## src/rtl/leaf_bridge_pkg.sv

```systemverilog
// Shared types and constants for leaf_port_bridge: sequencer states and statistics counter sizing.
package leaf_bridge_pkg;

  localparam int unsigned STATE_BITS = 2;

  typedef enum logic [STATE_BITS-1:0] {
    ST_RESET,
    ST_WAIT,
    ST_RUN,
    ST_FLUSH
  } state_t;

  localparam int unsigned STAT_BITS = 32;
  localparam logic [STAT_BITS-1:0] STAT_SAT = '1;

endpackage

```

## src/rtl/leaf_bridge_fifo.sv

```systemverilog
// Single-clock 1R1W FIFO with vld/ack handshakes on both sides, async reset and sync flush.
// Handshakes are masked while en is low; output data reads as zero whenever nothing is valid.
module leaf_bridge_fifo #(
  parameter int unsigned WIDTH      = 32,
  parameter int unsigned DEPTH_LOG2 = 2
) (
  input  logic             clk,
  input  logic             rst,
  input  logic             en,
  input  logic             flush,
  input  logic [WIDTH-1:0] in_data,
  input  logic             in_vld,
  output logic             in_ack,
  output logic [WIDTH-1:0] out_data,
  output logic             out_vld,
  input  logic             out_ack
);

  localparam int unsigned DEPTH = 2 ** DEPTH_LOG2;
  localparam logic [DEPTH_LOG2:0] FULL_COUNT = {1'b1, {DEPTH_LOG2{1'b0}}};

  logic [WIDTH-1:0]      mem [DEPTH];
  logic [DEPTH_LOG2-1:0] wr_ptr;
  logic [DEPTH_LOG2-1:0] rd_ptr;
  logic [DEPTH_LOG2:0]   count;
  logic                  push;
  logic                  pop;

  // Validity comes from the registered count only, so a fresh word is never bypassed to the output.
  assign in_ack   = en && (count != FULL_COUNT);
  assign out_vld  = en && (count != '0);
  assign out_data = out_vld ? mem[rd_ptr] : '0;
  assign push     = in_vld && in_ack;
  assign pop      = out_vld && out_ack;

  always_ff @(posedge clk or posedge rst) begin
    if (rst) begin
      wr_ptr <= '0;
      rd_ptr <= '0;
      count  <= '0;
    end else if (flush) begin
      wr_ptr <= '0;
      rd_ptr <= '0;
      count  <= '0;
    end else begin
      if (push) wr_ptr <= wr_ptr + 1'b1;
      if (pop)  rd_ptr <= rd_ptr + 1'b1;
      if (push && !pop)      count <= count + 1'b1;
      else if (pop && !push) count <= count - 1'b1;
    end
  end

  always_ff @(posedge clk) begin
    if (push) mem[wr_ptr] <= in_data;
  end

endmodule

```

## src/rtl/leaf_port_bridge.sv

```systemverilog
// Buffers leaf_interface ports to/from an ap_vld/ap_ack HLS kernel, sequences kernel start/reset
// and flushes on BFT resend. Define LEAF_BRIDGE_STATS_EN to build per-port transfer counters.
module leaf_port_bridge
  import leaf_bridge_pkg::*;
#(
  parameter int unsigned PAYLOAD_BITS    = 32,
  parameter int unsigned NUM_IN_PORTS    = 1,
  parameter int unsigned NUM_OUT_PORTS   = 1,
  parameter int unsigned FIFO_DEPTH_LOG2 = 2,
  parameter int unsigned START_DELAY     = 4
) (
  input  logic                                          clk,
  input  logic                                          reset,
  input  logic                                          ap_start,
  input  logic                                          resend,
  input  logic [NUM_IN_PORTS*PAYLOAD_BITS-1:0]          if_din,
  input  logic [NUM_IN_PORTS-1:0]                       if_vld,
  output logic [NUM_IN_PORTS-1:0]                       if_ack,
  output logic [NUM_IN_PORTS*PAYLOAD_BITS-1:0]          k_dout,
  output logic [NUM_IN_PORTS-1:0]                       k_vld,
  input  logic [NUM_IN_PORTS-1:0]                       k_ack,
  input  logic [NUM_OUT_PORTS*PAYLOAD_BITS-1:0]         k_din,
  input  logic [NUM_OUT_PORTS-1:0]                      k_din_vld,
  output logic [NUM_OUT_PORTS-1:0]                      k_din_ack,
  output logic [NUM_OUT_PORTS*PAYLOAD_BITS-1:0]         if_dout,
  output logic [NUM_OUT_PORTS-1:0]                      if_dout_vld,
  input  logic [NUM_OUT_PORTS-1:0]                      if_dout_ack,
  output logic                                          k_ap_start,
  output logic                                          k_ap_rst,
  output logic [(NUM_IN_PORTS+NUM_OUT_PORTS)*STAT_BITS-1:0] stat_count
);

  localparam int unsigned NUM_PORTS = NUM_IN_PORTS + NUM_OUT_PORTS;
  localparam int unsigned DLY_BITS  = (START_DELAY > 1) ? $clog2(START_DELAY) : 1;
  localparam logic [DLY_BITS-1:0] DLY_LAST = DLY_BITS'(START_DELAY - 1);

  state_t              state_q, state_d;
  logic [DLY_BITS-1:0] dly_q, dly_d;
  logic                first_q;
  logic                fifo_en;
  logic                fifo_flush;

  always_ff @(posedge clk or posedge reset) begin
    if (reset) begin
      state_q <= ST_RESET;
      dly_q   <= '0;
      first_q <= 1'b0;
    end else begin
      state_q <= state_d;
      dly_q   <= dly_d;
      first_q <= (state_d == ST_WAIT) && (state_q != ST_WAIT);
    end
  end

  always_comb begin
    state_d    = state_q;
    dly_d      = dly_q;
    fifo_en    = 1'b0;
    fifo_flush = 1'b0;
    k_ap_start = 1'b0;
    k_ap_rst   = 1'b0;
    case (state_q)
      ST_RESET: begin
        k_ap_rst = 1'b1;
        state_d  = ST_WAIT;
        dly_d    = '0;
      end
      ST_WAIT: begin
        fifo_en  = 1'b1;
        k_ap_rst = first_q;
        if (resend) begin
          state_d = ST_FLUSH;
          dly_d   = '0;
        end else if (!ap_start) begin
          dly_d = '0;
        end else if (dly_q == DLY_LAST) begin
          state_d = ST_RUN;
          dly_d   = '0;
        end else begin
          dly_d = dly_q + 1'b1;
        end
      end
      ST_RUN: begin
        fifo_en    = 1'b1;
        k_ap_start = 1'b1;
        if (resend) state_d = ST_FLUSH;
      end
      ST_FLUSH: begin
        k_ap_rst   = 1'b1;
        fifo_flush = 1'b1;
        state_d    = ST_WAIT;
        dly_d      = '0;
      end
    endcase
  end

  for (genvar i = 0; i < NUM_IN_PORTS; i++) begin : g_in
    leaf_bridge_fifo #(
      .WIDTH      (PAYLOAD_BITS),
      .DEPTH_LOG2 (FIFO_DEPTH_LOG2)
    ) u_fifo (
      .clk      (clk),
      .rst      (reset),
      .en       (fifo_en),
      .flush    (fifo_flush),
      .in_data  (if_din[i*PAYLOAD_BITS +: PAYLOAD_BITS]),
      .in_vld   (if_vld[i]),
      .in_ack   (if_ack[i]),
      .out_data (k_dout[i*PAYLOAD_BITS +: PAYLOAD_BITS]),
      .out_vld  (k_vld[i]),
      .out_ack  (k_ack[i])
    );
  end

  for (genvar j = 0; j < NUM_OUT_PORTS; j++) begin : g_out
    leaf_bridge_fifo #(
      .WIDTH      (PAYLOAD_BITS),
      .DEPTH_LOG2 (FIFO_DEPTH_LOG2)
    ) u_fifo (
      .clk      (clk),
      .rst      (reset),
      .en       (fifo_en),
      .flush    (fifo_flush),
      .in_data  (k_din[j*PAYLOAD_BITS +: PAYLOAD_BITS]),
      .in_vld   (k_din_vld[j]),
      .in_ack   (k_din_ack[j]),
      .out_data (if_dout[j*PAYLOAD_BITS +: PAYLOAD_BITS]),
      .out_vld  (if_dout_vld[j]),
      .out_ack  (if_dout_ack[j])
    );
  end

`ifdef LEAF_BRIDGE_STATS_EN
  // Counters see kernel-side transfers only and survive a flush; inputs first, then outputs.
  logic [NUM_PORTS-1:0] k_xfer;
  assign k_xfer = {k_din_vld & k_din_ack, k_vld & k_ack};

  for (genvar p = 0; p < NUM_PORTS; p++) begin : g_stat
    logic [STAT_BITS-1:0] cnt_q;
    always_ff @(posedge clk or posedge reset) begin
      if (reset) cnt_q <= '0;
      else if (k_xfer[p] && (cnt_q != STAT_SAT)) cnt_q <= cnt_q + 1'b1;
    end
    assign stat_count[p*STAT_BITS +: STAT_BITS] = cnt_q;
  end
`else
  assign stat_count = '0;
`endif

endmodule

```

## config.mk

```make
export PLATFORM = sky130hd
export DESIGN_NAME = leaf_port_bridge
export DESIGN_NICKNAME = d
export VERILOG_FILES = /design/src/rtl/leaf_bridge_pkg.sv /design/src/rtl/leaf_bridge_fifo.sv /design/src/rtl/leaf_port_bridge.sv
export SDC_FILE = /design/constraint.sdc
export NUM_CORES = 1
export LEC_CHECK = 0
export CORE_UTILIZATION = 57
export DETAILED_ROUTE_END_ITERATION = 12
export PLACE_DENSITY = 0.9
export SETUP_SLACK_MARGIN = 0.2
export SLEW_MARGIN = 15
export SYNTH_ARGS = -nofsm -noshare
export SYNTH_HDL_FRONTEND = slang
export SYNTH_HIERARCHICAL = 1
export SYNTH_SLANG_ARGS = --single-unit
```

## constraint.sdc

```tcl
create_clock -name clk -period 7.4 [get_ports clk]
set_input_delay 2.22 -clock clk [delete_from_list [all_inputs] [get_ports clk]]
set_output_delay 2.22 -clock clk [all_outputs]
set_load 0.02 [all_outputs]
```

==> flow_metrics.tcl, run 1 <==
set metrics [dict create \
    outcome "complete, no violations" \
    synth_cell_type_count 40 \
    netlist.area_leader.share 0.663 \
    critical_path_class "register to output port" \
    ioPinCount 206 \
    clock.fmax_ghz 0.190 \
    dp_cells 1001 \
    cts_hold_buf 0 \
    postCtsSetupRepairBufs 0 \
    drive_gt1_frac 0.168 \
    slew_headroom 0.378 \
    antenna_left 0 \
    drc 0 \
    rsz0062_at_grt "no" \
    ys_warn_count 6 \
    area_growth_syn_to_layout_pct 19.2 \
    hold_path_class "register to register" \
    clk_pin_slew_ns 0.06 \
    ys.flop_type "edfxtp_1" \
    p_sw_uw 1870 \
    fp.coreArea_um2 19700 \
    grt_usage 0.204 \
    path_cells "inv_1 -> ha_1 -> inv_1 -> o31a_4 -> and2_1 -> clkdlybuf4s50_1" \
    final_core_util 0.701 \
    final.period_utilization 0.713 \
    place_congestion 0.794 \
    synth_enable_flop_cells 256 \
    ys_ff_latch 275 \
    die_x_um 145 \
    critPathArrivalTime_ns 3.06 \
    synth_most_common_cell "edfxtp_1" \
    place_ws_ns 2.65 \
    vias 5706 \
    antennaDiodeCount 0 \
    finalClockSkew_ns 0.0109 \
    cts_buffers 28 \
    overflow 0 \
    cts_root_buffer "clkbuf_16" \
    grt_pass1_wl_um 31500 \
    synth_top_cells_by_count "edfxtp_1, buf_4, and2_1, mux4_2, dfrtp_1" \
    power_leakage_uw 0.00472 \
    portBuffers 141 \
    async_flop_share 0.0691 \
    switching_share 0.328 \
    clock_tree.buffer_depth 3 \
    dr.pass1.iters 4 \
    ir_worst_vdd_v 0.000313 \
    cts_sinks 275 \
    timing.max_cap.violations 0 \
    cts_tree "done" \
    p_int_uw 3840 \
    drt_iter0_drc 277 \
    syn_area_um2 11600 \
    cp-end-kind "output port" \
    use_met1 0.260 \
    start_kind "register" \
    drv_slew 0 \
    yosys-top-cells-area "edfxtp_1, mux4_2, buf_4" \
    worstPathMaxFanout 36 \
    die_h_um 145 \
    cp_slowest_cell "clkdlybuf4s50_1" \
    required_ns 5.18 \
    worstMarginPinSlew_ns 0.933 \
    crit_top_cell "inv_1" \
    synthCells 619 \
    placed_cell_area_um2 13000 \
    max_stage_delay_ns 0.65 \
    finalWorstSetupSlack_ns 2.12 \
    syn_avg_cell_area_um2 18.7 \
    power.share.clock 0.228 \
    setup_violations 0 \
    rows 51 \
    first_global_vias 5773 \
    via_per_inst 5.42 \
    grt_max_degree 37 \
    antenna_found_initial 0 \
    wirelength_um 20900 \
    htreeDepth 1 \
    dieArea_um2 20900 \
    post_drt_wl_per_cell_um 19.9 \
    period_minus_slack_ns 5.28 \
    fin_cells 1053 \
    cts_resized 0 \
    busiest_layer "met2" \
    grt_use_met2 0.364 \
    insertion_delay_ns 0.52 \
    start_util 0.588 \
    use_met3 0.0301 \
    hold_viol 0 \
    p_comb_frac 0.399 \
    powerDensity_nw_per_um2 413 \
    hpwl_um 12900 \
    yosys.area.top_type "edfxtp_1" \
    final_cell_area_um2 13800 \
    tns_ns 0 \
    nets 854 \
    seq_power_share 0.373 \
    seq_area_frac_synth 0.704 \
]
layout by cell type, fill, tap and decap left out, types with 3 or more instances in the layout:
cell type	synthesis	layout
ha_1	14	14
clkbuf_16	0	29
o21ai_0	6	6
and2_1	64	64
clkbuf_1	8	14
dfrtp_1	19	17
nand2_1	11	11
and2_2	10	10
edfxtp_1	256	256
nor2_1	15	15
inv_1	14	14
mux4_2	64	64
a21oi_1	7	7
conb_1	1	64
clkdlybuf4s50_1	0	141
buf_4	66	3
nand3_1	5	5
clkinv_2	0	5
xor2_1	8	8
cell families (layout without fill, tap and decap cells):
family / Yosys count / count (layout) / synth area share
mux: 70 / 70 / 0.131
simple gates: 119 / 119 / 0.0625
xor+xnor: 10 / 10 / 0.00756
fa+ha+maj: 16 / 16 / 0.0186
buf+inv: 104 / 210 / 0.0598
other cells: 1 / 64 / 0.000323
compound gates: 24 / 24 / 0.0165
flops: 275 / 275 / 0.704
sequential cells by signal (all words and copies together), names as in the netlist, 3 cells and up:
register and flops:
g_in.u_fifo/count 3, g_out.u_fifo/mem 128, g_out.u_fifo/count 3, g_in.u_fifo/mem 128
layer usage:
| metal | routed length (µm) | vias to the layer above |
|---|---|---|
| li1 | - | 2536 |
| met1 | 7860 | 2896 |
| met2 | 11500 | 239 |
| met3 | 1150 | 35 |
| met4 | 422 | 0 |
| met5 | 0 | - |
through the flow:
step	power (µW)	hold slack, ns
floorplan	3600	0.454
global placement	4360	0.468
detailed placement	4450	0.494
CTS	5770	0.507
global route	5960	0.540
finish	5710	0.495
critical path: cells and delay by family (launching register included):
kind / cells / cell delay, ns
buffers and inverters: 3 / 1.04
AO/OA/AOI/OAI: 1 / 0.48
flip-flops: 1 / 0.44
AND/OR/NAND/NOR: 1 / 0.23
adder cells (fa/ha/maj): 1 / 0.36
path summary, 6_finish.rpt:
kind	slack, ns	endpoint	startpoint	cells after the start
min reg2reg	0.50	dly_q[1]$_DFFE_PP0P_	dly_q[1]$_DFFE_PP0P_	2
min	0.50	dly_q[1]$_DFFE_PP0P_	dly_q[1]$_DFFE_PP0P_	2
min in group asynchronous	2.00	state_q[0]$_DFF_PP0_	reset	2
max	2.12	if_dout[10]	state_q[0]$_DFF_PP0_	6
max reg2reg	4.19	g_out[0].u_fifo/count[2]$_DFFE_PP0P_	state_q[0]$_DFF_PP0_	10
max in group asynchronous	5.12	g_in[0].u_fifo/rd_ptr[0]$_DFFE_PP0P_	reset	2
power by group through the flow:
stage          Clock, µW  Sequential, µW  Combinational (µW)
2_1_floorplan          0            2070                1530
3_3_place_gp           0            2140                2230
3_5_place_dp           0            2160                2290
4_1_cts             1330            2130                2310
5_1_grt             1380            2160                2430
6_report            1300            2130                2280
area by class of cell:
type                            instances  area (µm²)
Multi-Input combinational cell        303        2970
Timing Repair Buffer                  144        1430
Tap cell                              265         332
Clock inverter                          8        67.6
Sequential cell                       275        8170
Fill cell                            1183        5900
Inverter                               14        52.6
Clock buffer                           44         792
(Power assumes the default switching activity.)
==> run 2: changes to the inputs <==
--- a/config.mk
+++ b/config.mk
@@ -5,9 +5,9 @@
 export SDC_FILE = /design/constraint.sdc
 export NUM_CORES = 1
 export LEC_CHECK = 0
-export CORE_UTILIZATION = 57
+export CORE_UTILIZATION = 48
 export DETAILED_ROUTE_END_ITERATION = 12
-export PLACE_DENSITY = 0.9
+export PLACE_DENSITY = 0.82
 export SETUP_SLACK_MARGIN = 0.2
 export SLEW_MARGIN = 15
 export SYNTH_ARGS = -nofsm -noshare
==> constraint.sdc (replaced) <==
create_clock -name clk -period 4.2 [get_ports clk]
set_input_delay 1.26 -clock clk [delete_from_list [all_inputs] [get_ports clk]]
set_output_delay 1.26 -clock clk [all_outputs]
set_load 0.02 [all_outputs]
==> run 2 against run 1 <==
  * Hold slack improved by 0.0082 ns
  * First-iteration DRC count is 12% higher
  * Sequential cell count unchanged
  * Critical path type unchanged
  * Largest power group unchanged
==> flow_metrics.tcl, run 2 (synthesis results as in run 1) <==
set metrics [dict create \
    cts_hold_buf 0 \
    drive_gt1_frac 0.187 \
    required_ns 2.94 \
    hold_path_class "register to register" \
    reg2reg_from "state_q[0]$_DFF_PP0_" \
    tns_ns 0 \
    overflow 0 \
    cts_root_buffer "clkbuf_16" \
    final_core_util 0.599 \
    rrSetupSlack_ns 1.20 \
    grt_max_degree 34 \
    hpwl_um 12700 \
    cp_slowest_cell "clkdlybuf4s50_1" \
    dieArea_um2 24800 \
    ir_worst_vdd_v 0.000526 \
    rsz0062_at_grt "no" \
    post_drt_wl_per_cell_um 19.2 \
    dp_cells 1066 \
    via_per_inst 5.09 \
    nets 873 \
    antenna_left 0 \
    area_growth_syn_to_layout_pct 21.9 \
    drv_slew 0 \
    clock.fmax_ghz 0.257 \
    rows 56 \
    cp-end-kind "output port" \
    powerDensity_nw_per_um2 719 \
    final.period_utilization 0.926 \
    placed_cell_area_um2 13100 \
    antenna_found_initial 0 \
    largestRegisters "g_in.u_fifo/mem (128), g_out.u_fifo/mem (128)" \
    critPathArrivalTime_ns 2.63 \
    clock_tree.buffer_depth 3 \
    power_leakage_uw 0.00537 \
    final_cell_area_um2 14100 \
    worstPathMaxFanout 16 \
    start_kind "register" \
    slew_headroom 0.552 \
    hold_start "dly_q[1]$_DFFE_PP0P_" \
    hold_viol 0 \
    period_minus_slack_ns 3.89 \
    grt_usage 0.174 \
    place_congestion 0.707 \
    drc 0 \
    mostFrequentLayoutCells "edfxtp_1, clkdlybuf4s50_1, conb_1, mux4_2, and2_1" \
    start_util 0.491 \
    fp.coreArea_um2 23600 \
    crit_start "state_q[0]$_DFF_PP0_" \
    timing.max_cap.violations 0 \
    path_cells "inv_1 -> ha_1 -> clkinvlp_4 -> buf_4 -> o31a_4 -> and2_1 -> clkdlybuf4s50_1" \
    drt_iter0_drc 311 \
    portBuffers 141 \
    die_h_um 157 \
    outcome "complete, no violations" \
    fin_cells 1121 \
    htreeDepth 1 \
    final_common_cell "edfxtp_1" \
    finalClockSkew_ns 0.0163 \
    vias 5710 \
    cts_sinks 275 \
    critical_path_class "register to output port" \
    cts_tree "done" \
    wirelength_um 21600 \
    antennaDiodeCount 0 \
    setup_violations 0 \
    max_stage_delay_ns 0.60 \
    clk_pin_slew_ns 0.06 \
    die_x_um 157 \
    cts_buffers 27 \
    nFillCells 1723 \
    first_global_vias 5775 \
    worstMarginPinSlew_ns 0.671 \
    dr.pass1.iters 4 \
    grt_pass1_wl_um 32200 \
    ioPinCount 206 \
    insertion_delay_ns 0.52 \
]
-- run 2: cell count changes in the layout (fill, tap and decap cells not counted), sizes merged --
cell	change
clkinv	+2
clkdlybuf4s50	-43
o31a	+2
dlymetal6s2s	+35
bufinv	+1
clkbuf	-11
buf	+18
clkinvlp	+2
dlygate4sd2	+8
-- run 2: timing repair --
action | in CTS | in global routing
endpoints found under the hold margin | 0 | 0
endpoints found under the setup margin | 66 | 52
cloned | 2 | 0
pin swaps | 0 | 0
buffers inserted | 5 | 2
gates resized for setup | 11 | 38
-- run 2: worst paths after layout --
kind	depth (start not counted)	end
min in group asynchronous	2	state_q[1]$_DFF_PP0_
min	2	dly_q[1]$_DFFE_PP0P_
min reg2reg	2	dly_q[1]$_DFFE_PP0P_
max	7	k_dout[8]
max in group asynchronous	2	g_in[0].u_fifo/rd_ptr[0]$_DFFE_PP0P_
max reg2reg	12	g_out[0].u_fifo/count[2]$_DFFE_PP0P_
-- run 2: stage by stage --
| step | worst slack [ns] | power [µW] | hold slack (ns) |
|---|---|---|---|
| after global placement | 0.596 | 7800 | 0.479 |
| after detailed placement | 0.506 | 7880 | 0.503 |
| after global routing | 0.201 | 10700 | 0.537 |
| after floorplan | 1.09 | 6340 | 0.454 |
| final | 0.312 | 10200 | 0.504 |
| after CTS | 0.173 | 10300 | 0.519 |
-- run 2: layout make-up --
cell class / count / area (µm²) / area share
Clock buffer: 33 / 698 / 0.0494
Clock inverter: 13 / 116 / 0.00823
Inverter: 14 / 56.3 / 0.00398
Multi-Input combinational cell: 305 / 3010 / 0.213
Sequential cell: 275 / 8170 / 0.578
Tap cell: 319 / 399 / 0.0282
Timing Repair Buffer: 162 / 1680 / 0.119
-- run 2: report_power, final --
group	switching [µW]	internal, µW
logic	2170	2000
registers	243	3500
clock network	942	1300
-- run 2: critical path, delay by kind of cell (launching register included) --
| kind | cells | cell delay [ns] |
|---|---|---|
| adders and majority gates | 1 | 0.37 |
| DFF | 1 | 0.41 |
| AOI/OAI and AO/OA | 1 | 0.23 |
| buffers and inverters | 4 | 0.98 |
| and+or+nand+nor | 1 | 0.14 |
-- run 2: layer usage --
layer | global-route usage | share of wire
met5 | 0 | 0
met4 | 0.0578 | 0.028
met3 | 0.0300 | 0.042
met2 | 0.300 | 0.52
met1 | 0.224 | 0.41
